`src/rtl/bus_arbiter_pkg.sv`:
```
// Shared types and constants for the two-master split-capable bus arbiter.
package bus_arb_pkg;

    localparam int N_MASTERS = 2;
    localparam int DEF_TOUT  = 64;
    localparam int DEF_CW    = 7;

    typedef enum logic [1:0] {
        ST_IDLE       = 2'd0,
        ST_GRANT      = 2'd1,
        ST_SPLIT_WAIT = 2'd2,
        ST_RESUME     = 2'd3
    } arb_state_e;

    function automatic logic [N_MASTERS-1:0] onehot(input logic idx);
        onehot = idx ? 2'b10 : 2'b01;
    endfunction

endpackage

```
`src/rtl/bus_arbiter_if.sv`:
```
// Bus-side signals of the arbiter: requests, slave hold, grants and status flags.
interface bus_arbiter_if;
    import bus_arb_pkg::*;

    logic [N_MASTERS-1:0] req;
    logic                 slave_hold;
    logic [N_MASTERS-1:0] grant;
    logic                 bus_available;
    logic                 split_pending;
    logic                 timeout_err;
    arb_state_e           dbg_state;

    // Handshake: a master holds req high for its whole transaction; the arbiter
    // owns the bus for it while grant[m] is high, and a one-cycle req drop ends it.
    modport slave (
        input  req, slave_hold,
        output grant, bus_available, split_pending, timeout_err, dbg_state
    );

    modport master (
        output req, slave_hold,
        input  grant, bus_available, split_pending, timeout_err, dbg_state
    );

endinterface

```
`src/rtl/bus_arbiter_rr_pick.sv`:
```
// Combinational two-way round-robin picker; returns a one-hot selection or zero.
module arb_rr_pick
    import bus_arb_pkg::*;
(
    input  logic [N_MASTERS-1:0] req_i,
    input  logic [N_MASTERS-1:0] mask_i,
    input  logic                 last_owner_i,
    output logic [N_MASTERS-1:0] sel_o
);

    logic [N_MASTERS-1:0] eligible;

    always_comb begin
        eligible = req_i & ~mask_i;
        sel_o    = eligible;
        // On contention, hand the bus to whichever master did not own it last.
        if (eligible == 2'b11) begin
            sel_o = last_owner_i ? 2'b01 : 2'b10;
        end
    end

endmodule

```
`src/rtl/bus_arbiter.sv`:
```
// Two-master bus arbiter with split-transaction parking and resume.
// Optional grant watchdog enabled by defining ARB_WATCHDOG_EN.
module bus_arbiter
    import bus_arb_pkg::*;
#(
    parameter int TOUT = DEF_TOUT,
    parameter int CW   = DEF_CW
) (
    input  logic         clk,
    input  logic         reset,
    bus_arbiter_if.slave bus
);

    if (2 ** CW <= TOUT) begin : g_cw_check
        $error("bus_arbiter: CW too narrow to count to TOUT");
    end

    arb_state_e           state_q, state_d;
    logic                 owner_q, owner_d;
    logic                 last_owner_q, last_owner_d;
    logic                 split_owner_q, split_owner_d;
    logic                 split_pending_q, split_pending_d;
    logic                 hold_fell_q, hold_fell_d;
    logic                 hold_prev_q;
    logic [N_MASTERS-1:0] grant_q, grant_d;
    logic                 bus_avail_q, bus_avail_d;

    logic [N_MASTERS-1:0] park_mask;
    logic [N_MASTERS-1:0] pick;
    logic                 hold_rise, hold_fall;
    logic                 resume_ok, cancel_split;

    assign park_mask    = split_pending_q ? onehot(split_owner_q) : 2'b00;
    assign hold_rise    = bus.slave_hold & ~hold_prev_q;
    assign hold_fall    = ~bus.slave_hold & hold_prev_q;
    // A parked master giving up its request abandons the split.
    assign cancel_split = split_pending_q && (state_q != ST_RESUME) && !bus.req[split_owner_q];
    assign resume_ok    = split_pending_q && bus.req[split_owner_q] &&
                          (!bus.slave_hold || hold_fell_q);

    arb_rr_pick u_pick (
        .req_i        (bus.req),
        .mask_i       (park_mask),
        .last_owner_i (last_owner_q),
        .sel_o        (pick)
    );

`ifdef ARB_WATCHDOG_EN
    logic [CW-1:0] wd_q, wd_d;
    logic          timeout_q, timeout_d;
    logic          wd_active;

    assign wd_active = (state_q == ST_GRANT) || (state_q == ST_RESUME);
`endif

    always_comb begin
        state_d         = state_q;
        owner_d         = owner_q;
        last_owner_d    = last_owner_q;
        split_owner_d   = split_owner_q;
        split_pending_d = split_pending_q;
        hold_fell_d     = hold_fell_q | (split_pending_q & hold_fall);
        grant_d         = grant_q;
        bus_avail_d     = bus_avail_q;

        if (cancel_split) begin
            split_pending_d = 1'b0;
            hold_fell_d     = 1'b0;
        end

        unique case (state_q)
            ST_IDLE, ST_SPLIT_WAIT: begin
                grant_d     = 2'b00;
                bus_avail_d = 1'b0;
                if (resume_ok) begin
                    state_d     = ST_RESUME;
                    grant_d     = onehot(split_owner_q);
                    bus_avail_d = 1'b1;
                    hold_fell_d = 1'b0;
                end else if (pick != 2'b00) begin
                    state_d = ST_GRANT;
                    owner_d = pick[1];
                    grant_d = pick;
                end else if (state_q == ST_SPLIT_WAIT && !split_pending_d) begin
                    state_d = ST_IDLE;
                end
            end

            ST_GRANT: begin
                if (!bus.req[owner_q]) begin
                    grant_d      = 2'b00;
                    last_owner_d = owner_q;
                    state_d      = ST_IDLE;
                end else if (hold_rise && !split_pending_q) begin
                    split_pending_d = 1'b1;
                    split_owner_d   = owner_q;
                    hold_fell_d     = 1'b0;
                    grant_d         = 2'b00;
                    last_owner_d    = owner_q;
                    state_d         = bus.req[~owner_q] ? ST_IDLE : ST_SPLIT_WAIT;
                end else begin
                    grant_d = onehot(owner_q);
                end
            end

            ST_RESUME: begin
                if (!bus.req[split_owner_q]) begin
                    grant_d         = 2'b00;
                    bus_avail_d     = 1'b0;
                    split_pending_d = 1'b0;
                    hold_fell_d     = 1'b0;
                    last_owner_d    = split_owner_q;
                    state_d         = ST_IDLE;
                end else begin
                    grant_d     = onehot(split_owner_q);
                    bus_avail_d = 1'b1;
                end
            end
        endcase

`ifdef ARB_WATCHDOG_EN
        timeout_d = 1'b0;
        wd_d      = '0;
        if (wd_active && wd_q == CW'(TOUT)) begin
            state_d      = ST_IDLE;
            grant_d      = 2'b00;
            bus_avail_d  = 1'b0;
            last_owner_d = (state_q == ST_RESUME) ? split_owner_q : owner_q;
            if (state_q == ST_RESUME) begin
                split_pending_d = 1'b0;
                hold_fell_d     = 1'b0;
            end
        end else begin
            // Raised one cycle ahead so the pulse lines up with the expiry cycle.
            timeout_d = wd_active && (state_d == state_q) && (wd_q == CW'(TOUT - 1));
        end
        if (wd_active && state_d == state_q) begin
            wd_d = wd_q + CW'(1);
        end
`endif
    end

    always_ff @(posedge clk or posedge reset) begin
        if (reset) begin
            state_q         <= ST_IDLE;
            owner_q         <= 1'b0;
            last_owner_q    <= 1'b1;
            split_owner_q   <= 1'b0;
            split_pending_q <= 1'b0;
            hold_fell_q     <= 1'b0;
            hold_prev_q     <= 1'b0;
            grant_q         <= 2'b00;
            bus_avail_q     <= 1'b0;
        end else begin
            state_q         <= state_d;
            owner_q         <= owner_d;
            last_owner_q    <= last_owner_d;
            split_owner_q   <= split_owner_d;
            split_pending_q <= split_pending_d;
            hold_fell_q     <= hold_fell_d;
            hold_prev_q     <= bus.slave_hold;
            grant_q         <= grant_d;
            bus_avail_q     <= bus_avail_d;
        end
    end

`ifdef ARB_WATCHDOG_EN
    always_ff @(posedge clk or posedge reset) begin
        if (reset) begin
            wd_q      <= '0;
            timeout_q <= 1'b0;
        end else begin
            wd_q      <= wd_d;
            timeout_q <= timeout_d;
        end
    end

    assign bus.timeout_err = timeout_q;
`else
    assign bus.timeout_err = 1'b0;
`endif

    assign bus.grant         = grant_q;
    assign bus.bus_available = bus_avail_q;
    assign bus.split_pending = split_pending_q;
    assign bus.dbg_state     = state_q;

endmodule

```
`src/flat_wrapper.sv`:
```
// flat-port wrapper written by rule: the top's interface ports become plain ports
module bus_arbiter_flat import bus_arb_pkg::*;
#(
    parameter int TOUT = DEF_TOUT,
    parameter int CW   = DEF_CW
)
  (clk, reset, bus_req, bus_slave_hold, bus_grant, bus_bus_available, bus_split_pending, bus_timeout_err, bus_dbg_state);
  bus_arbiter_if bus_i ();
  input  logic clk;
  input  logic reset;
  input wire logic [$bits(bus_i.req)-1:0] bus_req;
  input wire logic [$bits(bus_i.slave_hold)-1:0] bus_slave_hold;
  output wire logic [$bits(bus_i.grant)-1:0] bus_grant;
  output wire logic [$bits(bus_i.bus_available)-1:0] bus_bus_available;
  output wire logic [$bits(bus_i.split_pending)-1:0] bus_split_pending;
  output wire logic [$bits(bus_i.timeout_err)-1:0] bus_timeout_err;
  output wire logic [$bits(bus_i.dbg_state)-1:0] bus_dbg_state;
  assign bus_i.req = bus_req;
  assign bus_i.slave_hold = bus_slave_hold;
  assign bus_grant = bus_i.grant;
  assign bus_bus_available = bus_i.bus_available;
  assign bus_split_pending = bus_i.split_pending;
  assign bus_timeout_err = bus_i.timeout_err;
  assign bus_dbg_state = bus_i.dbg_state;
  bus_arbiter #(.TOUT(TOUT), .CW(CW)) u_core (.clk(clk), .reset(reset), .bus(bus_i));
endmodule
```
`config.mk`:
```
export PLATFORM = sky130hd
export DESIGN_NAME = bus_arbiter_flat
export DESIGN_NICKNAME = d
export VERILOG_FILES = /design/src/rtl/bus_arbiter_pkg.sv /design/src/rtl/bus_arbiter_if.sv /design/src/rtl/bus_arbiter_rr_pick.sv /design/src/rtl/bus_arbiter.sv /design/src/flat_wrapper.sv
export SDC_FILE = /design/constraint.sdc
export NUM_CORES = 1
export LEC_CHECK = 0
export BUFFER_PORTS_ARGS = -buffer_cell sky130_fd_sc_hd__clkbuf_2
export CORE_MARGIN = 2
export CORE_UTILIZATION = 48
export CTS_CLUSTER_SIZE = 25
export DETAILED_ROUTE_END_ITERATION = 6
export PLACE_DENSITY = 0.74
export RECOVER_POWER = 100
export SYNTH_ARGS = -nofsm -noshare
export SYNTH_HDL_FRONTEND = slang
export SYNTH_SLANG_ARGS = --single-unit
```
`constraint.sdc`:
```
create_clock -name clk -period 1.2 [get_ports clk]
set_input_delay 0.24 -clock clk [delete_from_list [all_inputs] [get_ports clk]]
set_output_delay 0.24 -clock clk [all_outputs]
set_load 0.005 [all_outputs]
```
=== After elaboration in Yosys (flattened, before gate mapping) ===
Cells that the tools add are included.

* Bitwise gates (word level): 10
* Magnitude comparators: 3
* Multiplexer cells: 43
* Eq/ne operators: 8
* Reductions and logical operators: 20

{| class="wikitable"
|+ Operators by type and width
! operator !! count
|-
| 2-to-1 mux 2 bit || 17
|-
| 2-to-1 mux 1 bit || 20
|-
| one-hot mux 2 bit (3 select lines) || 2
|-
| AND reduction 3 bit || 4
|-
| equality test 2 bit, second input constant || 3
|-
| logical AND 1 bit || 6
|-
| < comparator 1 x 2 -> 1 bit, second input constant || 3
|-
| one-hot mux 1 bit (2 select lines) || 3
|-
| nonzero test 2 bit || 3
|-
| zero test 1 bit || 4
|-
| inequality test 2 bit, second input constant || 2
|-
| inequality test 4 x 1 -> 1 bit, second input constant || 1
|-
| NOT 1 bit || 4
|-
| bitwise AND 1 bit || 3
|-
| inequality test 3 bit, second input constant || 1
|-
| one-hot mux 1 bit (3 select lines) || 1
|-
| bitwise AND 2 bit || 1
|-
| equality test 2 x 1 -> 1 bit, second input constant || 1
|-
| zero test 2 bit || 1
|-
| NOT 2 bit || 1
|-
| OR reduction 2 bit || 1
|-
| logical OR 1 bit || 1
|-
| OR 1 bit || 1
|}

* Word-level logic and storage cells: 93
* Flip-flop bits (word level): 11
* Output and inout bits: 7
* Input bits: 5

=== Logic depth before layout (Yosys ltp) ===
* Word-level depth: 11
* Depth in mapped cells: 5

=== Modules after synthesis ===
Synthesis repeated with hierarchy kept, for this count alone.

* Cells, all modules: 71
* Area total of the unflattened synthesis: 690.7 um^2

{| class="wikitable"
|+ Modules (own cells, without submodules)
! module !! times used !! area an instance (um^2) !! sequential area each (um^2) !! cells each
|-
| bus_arbiter || 1 || 658.1 || 276.5 || 67
|-
| arb_rr_pick || 1 || 32.5 || 0.0 || 4
|}

=== Worst setup path before layout ===
Ideal clock, no wire load.

* Kind: reg-to-reg
* Start: register u_core.split_pending_q (netlist: u_core.bus.split_pending)
* End: register u_core.last_owner_q
* Stages on the path, launching flop included: 5
* Library setup time: 0.082 ns
* Path slack: -0.148 ns
* Data arrival time: 1.265 ns
* Clock period less this slack: 1.348 ns
* Buffers on the path: 0
* Cell sequence: dfrtp_1 -> nor3b_2 -> nor2_1 -> a21oi_2 -> mux2_4

* Word-level cells in the longest chain between the ends: 4

{| class="wikitable"
|+ Ends and longest elaborated chain
! element !! line !! RTL
|-
| start: declaration || bus_arbiter.sv:22 || <nowiki>logic split_pending_q, split_pending_d;</nowiki>
|-
| start signal: assignment || bus_arbiter.sv:159 || <nowiki>split_pending_q <= split_pending_d;</nowiki>
|-
| zero test 1 bit || bus_arbiter.sv:94 || <nowiki>end else if (hold_rise && !split_pending_q) begin</nowiki>
|-
| logical AND 1 bit || bus_arbiter.sv:94 ||
|-
| inequality test 3 bit (no source line) || -- ||
|-
| AND reduction 3 bit (no source line) || -- ||
|-
| end signal: assignment || bus_arbiter.sv:157 || <nowiki>last_owner_q <= last_owner_d;</nowiki>
|-
| end: declaration || bus_arbiter.sv:20 || <nowiki>logic last_owner_q, last_owner_d;</nowiki>
|}

Every way passes these cells.
A chain may end at the register's enable or synchronous reset.

=== Worst setup path in the final report ===
* Start: register u_core.split_owner_q
* End: register u_core.last_owner_q

* Word-level cells in the longest chain between the ends: 4
* Elaborated cells between the ends (all ways): 6
* Those cells by class: eq/ne (1); mux (4); reduce/logical (1)

{| class="wikitable"
|+ Ends and longest elaborated chain
! element !! line !! RTL
|-
| start: declaration || bus_arbiter.sv:21 || <nowiki>logic split_owner_q, split_owner_d;</nowiki>
|-
| start signal: assignment || bus_arbiter.sv:158 || <nowiki>split_owner_q <= split_owner_d;</nowiki>
|-
| 2-to-1 mux 1 bit (not written as such) (2 in a row) || bus_arbiter.sv:107 || <nowiki>if (!bus.req[split_owner_q]) begin</nowiki>
|-
| inequality test 2 bit (no source line) || -- ||
|-
| AND reduction 3 bit (no source line) || -- ||
|}

Several ways; a longest one is shown, not always the timed one. The select of a mux whose other input is x is not followed.

==> results by group <==
Route
  – Final wirelength: 1880 µm
  – Post-route DRC violation count: 0
  – First-pass DRT Iterations: 5
  – Routed vias: 706
  – Antenna Nets Post-Route: 0
  – Via density: 5.43
  – DR iter-0 viols: 31
  – Routed WL per cell: 14.5 µm

Finish
  – Antenna cell count: 0
  – Post-layout nets: 120
  – Post-Layout Inst Area: 0.00108 mm²
  – Most frequent cells in the layout: buf_4, clkbuf_2, nand2_1, dfrtp_1
  – Final core utilization: 71.9%
  – Syn-to-layout area delta: 41.3%
  – Fraction of layout cells with a size suffix above 1: 57.0%
  – Finished Layout Cells: 130
  – Commonest non-fill, non-tap cell in the layout: buf_4

Die
  – Die area: 0.00193 mm²
  – Initial Util: 50.9%
  – Area of the core: 0.00151 mm²
  – # IOs: 12
  – Die Ht: 44.0 µm
  – Chip width: 44.0 µm
  – Row cnt: 14

Place
  – Port bufs: 10
  – # placed instances: 119
  – Dpl ws: -0.181 ns
  – Hpwl dp: 1280 µm
  – Placed instance area: 957 µm²
  – RD Place Congestion: 0.843

Synth
  – Ys Warns: 0
  – Ys flop type: dfrtp_1
  – Mapped Avg Cell Area: 9.71 µm²
  – Gate Count Post-Synth: 79
  – Post-synth EDFFs: 0
  – Cell area after synthesis: 767 µm²
  – Synthesized flop and latch total: 11
  – Syn_nets: 84
  – Post-synth cell types: 37
  – Ys async rst share: 100%
  – Register area share after synthesis: 36.1%

Clocking
  – Clock Tree Buf Depth: 2
  – TritonCTS buffer count: 3
  – Clock latency on the worst-skew pair: 0.28 ns
  – CTS tree: yes
  – Root Driver: clkbuf_4
  – CTS sink count: 11
  – H-tree Lvls: 1
  – Clock slew at reported path FFs: 0.08 ns

Hold path
  – Min-delay worst type: in2reg

Timing
  – Fin. max-slew vios: 0
  – Final hold slack: 0.244 ns
  – Final worst-path cycle share: 115%
  – Final setup violation count: 10
  – Setup repair after global routing missed its margin: true
  – Min Tclk post-route: 1.38 ns
  – Fmax: 0.724 GHz
  – Final hold vios: 0
  – Fin Setup TNS: -1.41 ns
  – Setup WS post-layout: -0.181 ns
  – Worst clock skew: 0.00248 ns

Global routing
  – First-pass GRT wire length: 2990 µm
  – Initial antenna violation count: 0
  – GRT overflow: 0
  – Total GRT Usage: 21.9%
  – Largest net degree at the start of global routing: 12
  – Number of global-route vias before repair: 651

Pwr
  – Leakage Power: 0.517 nW
  – Cell Pwr Density: 2370 mW/mm²
  – Peak supply drop: 1080 µV
  – Final Power: 2.56 mW

Setup path
  – Crit path kind: reg2reg
  – Crit end category: flip-flop
  – Startpoint Class: flip-flop
  – Worst Path Required: 1.41 ns
  – CP max FO: 5
  – Worst path arrival time: 1.59 ns

Run
  – Max Cap Viol: 0

Outcome
  – Status: finished, violations left
  – Failing checks: negative setup slack
## area by class of cell
type	instances	area [µm²]
multi-input combinational	58	468
tap	16	20.0
clock inverter	1	5.00
timing repair buffer	38	277
clock buffer	3	22.5
inverter	3	11.3
sequential	11	280
fill	108	423
## state kept, by name, summed over array words and instances (netlist names)
name,cells
u_core.bus.dbg_state,2
u_core.bus.grant,2
u_core.bus.bus_available,1
u_core.bus.split_pending,1
u_core.hold_fell_q,1
u_core.hold_prev_q,1
u_core.last_owner_q,1
u_core.owner_q,1
u_core.split_owner_q,1
## synthesized netlist by cell type, types with 2 or more instances
cell type  instances  share of area [%]
mux2_4             5                9.8
mux2i_1            2                2.6
nor3b_1            2                2.0
o22ai_1            2                1.6
o21ai_2            2                2.3
nand2b_1           2                1.6
nor2_1             3                1.5
dfrtp_1           10                 33
buf_2              5                3.3
nand3_1            3                2.0
a21oi_1            4                2.6
nand2_1            8                3.9
o21ai_1            5                3.3
inv_1              3                1.5
## where the power goes
| group | switching, mW | internal [mW] |
|---|---|---|
| registers | 0.148 | 0.550 |
| logic | 0.735 | 0.867 |
| clock network | 0.141 | 0.124 |
| total | 1.02 | 1.54 |
## worst paths after layout
| check | start | end | slack (ns) | cells past startpoint |
|---|---|---|---|---|
| worst max-delay path | u_core.split_owner_q | u_core.last_owner_q | -0.18 | 4 |
| worst min-delay path | bus_slave_hold | u_core.hold_prev_q | 0.24 | 2 |
| worst max register to register | u_core.split_owner_q | u_core.last_owner_q | -0.18 | 4 |
| worst min register to register | u_core.bus.dbg_state[0] | u_core.bus.grant[1] | 0.52 | 1 |
| max in group asynchronous | reset | u_core.last_owner_q | 0.37 | 3 |
| min in group asynchronous | reset | u_core.bus.bus_available | 0.49 | 3 |
## critical path, stage by stage, from the launching register on
cell     delay (ns)
dfrtp_2        0.44
mux2i_2        0.28
o21ai_2        0.09
a21oi_2        0.17
mux2_4         0.32
## per-layer routing
metal	vias to the layer above	track usage (%)	part of all wire, %
li1	349	-	-
met1	327	29.0	48
met2	26	32.9	46
met3	4	6.67	4.3
met4	0	9.09	1.3
met5	-	0	0
## kinds of logic (layout without fill, tap and decap cells)
logic type	Yosys count	in the layout	synth area share, %
multiplexers	7	7	12.4
other	1	1	0.489
buffers and inverters	10	45	7.18
AO/OA/AOI/OAI	23	23	22.3
flip-flops	11	11	36.1
AND/OR/NAND/NOR	27	27	21.5
## what timing repair did
action / 4_1_cts / 5_1_grt
pin swaps: 1 / 5
setup buffers: 4 / 5
endpoints found under the setup margin: 12 / 12
hold endpoints to repair: 10 / 0
hold buffers: 1 / 0
gates resized for setup: 9 / 8
Power figures use the tool's default switching activity.
